$ cat src/rtl/bytewise_logic_seq.sv
// 32-bit AND/OR/XOR/NOR computed over four cycles through one shared 8-bit slice.
// Bytes are processed LSB first; start/done handshake with synchronous flush.
module bytewise_logic_seq (
    input  logic        clk,
    input  logic        rst_n,
    input  logic        start,
    input  logic        flush,
    input  logic [1:0]  op,
    input  logic [31:0] a,
    input  logic [31:0] b,
    output logic        busy,
    output logic        done,
    output logic [31:0] result,
    output logic        zero,
    output logic [1:0]  byte_idx
);

    typedef enum logic [1:0] {
        IDLE = 2'b00,
        RUN  = 2'b01,
        DONE = 2'b10
    } state_t;

    localparam logic [1:0] OP_AND = 2'b00;
    localparam logic [1:0] OP_OR  = 2'b01;
    localparam logic [1:0] OP_XOR = 2'b10;
    localparam logic [1:0] OP_NOR = 2'b11;

    state_t      state;
    state_t      state_nxt;
    logic [31:0] a_lat;
    logic [31:0] b_lat;
    logic [1:0]  op_lat;
    logic        accept;
    logic        step;
    logic        last;
    logic [4:0]  bit_base;
    logic [7:0]  a_byte;
    logic [7:0]  b_byte;
    logic [7:0]  slice;
    logic [31:0] result_nxt;

    assign bit_base = {byte_idx, 3'b000};
    assign a_byte   = a_lat[bit_base +: 8];
    assign b_byte   = b_lat[bit_base +: 8];
    assign last     = (byte_idx == 2'd3);

    always_comb begin
        slice = '0;
        case (op_lat)
            OP_AND:  slice = a_byte & b_byte;
            OP_OR:   slice = a_byte | b_byte;
            OP_XOR:  slice = a_byte ^ b_byte;
            OP_NOR:  slice = ~(a_byte | b_byte);
            default: slice = '0;
        endcase
    end

    always_comb begin
        result_nxt = result;
        result_nxt[bit_base +: 8] = slice;
    end

    always_ff @(posedge clk or negedge rst_n) begin
        if (!rst_n) begin
            state <= IDLE;
        end else begin
            state <= state_nxt;
        end
    end

    // Flush overrides everything, including a coincident start.
    always_comb begin
        state_nxt = state;
        accept    = 1'b0;
        step      = 1'b0;
        if (flush) begin
            state_nxt = IDLE;
        end else begin
            case (state)
                IDLE: begin
                    if (start) begin
                        accept    = 1'b1;
                        state_nxt = RUN;
                    end
                end
                RUN: begin
                    step = 1'b1;
                    if (last) begin
                        state_nxt = DONE;
                    end
                end
                DONE: begin
                    if (start) begin
                        accept    = 1'b1;
                        state_nxt = RUN;
                    end else begin
                        state_nxt = IDLE;
                    end
                end
                default: state_nxt = IDLE;
            endcase
        end
    end

    always_ff @(posedge clk or negedge rst_n) begin
        if (!rst_n) begin
            a_lat    <= '0;
            b_lat    <= '0;
            op_lat   <= '0;
            result   <= '0;
            zero     <= 1'b0;
            byte_idx <= '0;
        end else if (flush) begin
            byte_idx <= '0;
        end else if (accept) begin
            a_lat    <= a;
            b_lat    <= b;
            op_lat   <= op;
            result   <= '0;
            byte_idx <= '0;
        end else if (step) begin
            result   <= result_nxt;
            byte_idx <= byte_idx + 2'd1;
            if (last) begin
                zero <= (result_nxt == 32'd0);
            end
        end
    end

    assign busy = (state == RUN);
    assign done = (state == DONE);

endmodule

$ cat config.mk
export PLATFORM = sky130hd
export DESIGN_NAME = bytewise_logic_seq
export DESIGN_NICKNAME = d
export VERILOG_FILES = /design/src/rtl/bytewise_logic_seq.sv
export SDC_FILE = /design/constraint.sdc
export NUM_CORES = 1
export LEC_CHECK = 0
export CAP_MARGIN = 0
export CORE_ASPECT_RATIO = 0.5
export CORE_UTILIZATION = 50
export DETAILED_ROUTE_END_ITERATION = 10
export HOLD_SLACK_MARGIN = 0.12
export PLACE_DENSITY = 0.78
export RECOVER_POWER = 100
export SLEW_MARGIN = 15
export SYNTH_ARGS = -nofsm -noshare
export SYNTH_HDL_FRONTEND = slang
export SYNTH_SLANG_ARGS = --single-unit
$ cat constraint.sdc
create_clock -name clk -period 4.2 [get_ports clk]
set_clock_uncertainty 0.2 [all_clocks]
set_input_delay 0.63 -clock clk [delete_from_list [all_inputs] [get_ports clk]]
set_output_delay 0.63 -clock clk [all_outputs]
set_load 0.01 [all_outputs]
==> impl_results.md <==
* Final worst slack at 730 ps
* Final setup viols at 0
* Kind of critical path: reg2reg
* Post-synth EDFFs at 0
* Post-synth ARST share at 100%
* Mux contribution to synthesized area at 22.8%
* Post-route antenna net violation count at 0
* Most frequent cells in the layout: dfrtp_1 (103), clkdlybuf4s50_1 (68), mux2_2 (66)
* Sequential share of the synthesized area at 50.9%
* CTS tree: built
* Final setup TNS at 0 ps
* Total GRT Usage at 23.1%
* Syn nets at 491
* Final hold slack at 303 ps
* Post-DP HPWL at 8.57 mm
* Pleak at 2.88 nW
* Fill count at 743
* Pins over their slew limit at 0
* Synth cell types at 41
* # rows at 25
* Number of global-route vias before repair at 3451
* H-tree depth at 3
* Worst-margin pin slew at 1410 ps
* Vias/cell at 5.49
* XOR/XNOR Fraction of Synth Area at 0%
* Diodes inserted at 0
* CP required at 4260 ps
* DIE WIDTH at 144 microns
* RSZ-0062 raised after global routing: false
* Initial Utilization at 52.5%
* Synth Area in Adders at 5.44%
* Max cap viols at 0
* Nets@finish at 599
* Routed len/inst at 17.4 microns
* Worst min-delay path category: reg2reg
* IO buf count at 106
* First-pass GRT wire length at 18.1 mm
* Die Area at 10600 sq um
* PwrDens at 432 nW/um^2
* Final Cycle Share at 82.6%
* Syn Inst Count at 399
* Synth warnings at 0
* RePlAce Congestion at 0.847
* Detailed Route WL at 11.3 mm
* I/O pin count at 107
* Simple-gate share of the synthesized area at 7.94%
* Area grow syn2layout at 29.7%
* Crit path max fanout at 7
* Chip height at 73.1 microns
* Overflow after GRT at 0
* Peak Freq at 288 MHz
* Synthesized area per cell at 12.7 sq um
* Drc violations at 0
* Core Util, Final at 68.1%
* Compound-cell area share of the yosys netlist at 9.67%
* Final min period at 3470 ps
* Endpoints failing hold at 0
* Status: completed
* Antenna violations before repair at 0
* Largest family of logic cells by synthesized area: multiplexers
* Slew HR at 5.78%
* Worst slack at placement at 1000 ps
* Dominant synthesized flop cell: dfrtp_1
* Crit path DAT at 3530 ps
* Clock Root Buffer: clkbuf_16
* Share of cells above drive strength 1 at 20.9%
* Routed vias at 3555
* Reg clk slew, reported paths at 70 ps
* #FFs+latches synth at 103
* Clock sink count at 103
* Worst Setup End Kind: register
* CTS buffer count at 9
* First-pass DRT Iterations at 4
* Initial DRC count at 312
* Largest net degree at the start of global routing at 49
* Critical path launch point type: register
* Maximum VDD drop at 0.244 mV
* Longest Clk Path Bufs at 2
* Cell area after synthesis at 5060 sq um
* Clk_lat worst skew at 340 ps
* Core Area at 9630 sq um
* Commonest non-fill, non-tap cell in the layout: dfrtp_1
cell families after synthesis:
group           Yosys count
simple gates             80
buf+inv                  38
compound gates           70
mux                      86
flops                   103
fa+ha+maj                22
through the flow:
step	cell area [sq um]	std cells	total power [W]
after floorplan	5060	399	0.00171
after global placement	6280	630	0.00195
after detailed placement	6280	630	0.00199
after CTS	6610	647	0.00288
after global routing	6560	647	0.00297
final	6560	647	0.00284
synthesized netlist by cell type, drive strengths merged (2+ instances only):
cell	number	area, sq um
dfrtp	103	2580
mux2	69	785
nand2	23	86.3
ha	22	275
inv	21	78.8
o21ai	19	95.1
a22o	16	140
mux4	16	360
a21oi	15	75.1
nor2	15	56.3
nor2b	14	87.6
clkbuf	9	33.8
buf	8	50.1
nor4	8	50.1
nor3	7	35.0
and2	4	25.0
a211oi	3	22.5
nand2b	3	18.8
o21a	3	22.5
o22ai	3	25.0
nand3b	2	15.0
o2111ai	2	17.5
layout make-up:
class,count,area (sq um),area share [%]
flip-flops and latches,103,2580,39.3
multi-input cells,258,2310,35.3
repair buffers,114,1100,16.8
clock buffers,10,229,3.49
well taps,135,169,2.57
clock inverters,6,92.6,1.41
inverters,21,78.8,1.20
critical path, cell delays in order, from the launching register on:
cell and delay [ps]:
dfrtp_1 550, clkbuf_1 480, mux4_2 620, ha_1 190, nor2b_1 120, nor3_1 240
o211ai_1 210, o41ai_1 440, o2111ai_1 210, o22ai_2 120
sequential cells by signal, summed over array words and instances, names as in the netlist:
name and cells:
op_lat 2, b_lat 32, zero 1, state 2, byte_idx 2, a_lat 32, result 32
report_power, final:
group / internal, W / total, W / switching [W]
logic: 0.000367 / 0.000704 / 0.000338
registers: 0.00114 / 0.00125 / 0.000111
clock network: 0.000525 / 0.000887 / 0.000361
final timing paths:
path                                              start                endpoint  slack (ps)  depth (start not counted)
worst max-delay path            byte_idx[0]$_DFFE_PN0P_        zero$_DFFE_PN0P_         730                          9
max in group asynchronous                         rst_n  result[17]$_DFFE_PN0P_        1190                          3
worst min register to register    result[9]$_DFFE_PN0P_   result[9]$_DFFE_PN0P_         300                          2
worst max register to register  byte_idx[0]$_DFFE_PN0P_        zero$_DFFE_PN0P_         730                          9
worst min-delay path              result[9]$_DFFE_PN0P_   result[9]$_DFFE_PN0P_         300                          2
min in group asynchronous                         rst_n   b_lat[22]$_DFFE_PN0P_         950                          2
per-layer routing:
metal | up-vias | routed length, microns | GRT usage [%]
met5 | - | 0 | 0
met4 | 0 | 61 | 4.09
met3 | 7 | 597 | 5.18
met2 | 109 | 5370 | 36.8
met1 | 1775 | 5240 | 32.9
li1 | 1664 | - | -
repair_timing:
| action | in CTS | in global routing |
|---|---|---|
| gates resized for setup | 0 | 0 |
| hold buffers | 1 | 0 |
| setup buffers | 0 | 0 |
| endpoints found under the hold margin | 25 | 0 |
Power figures use the tool's default switching activity.
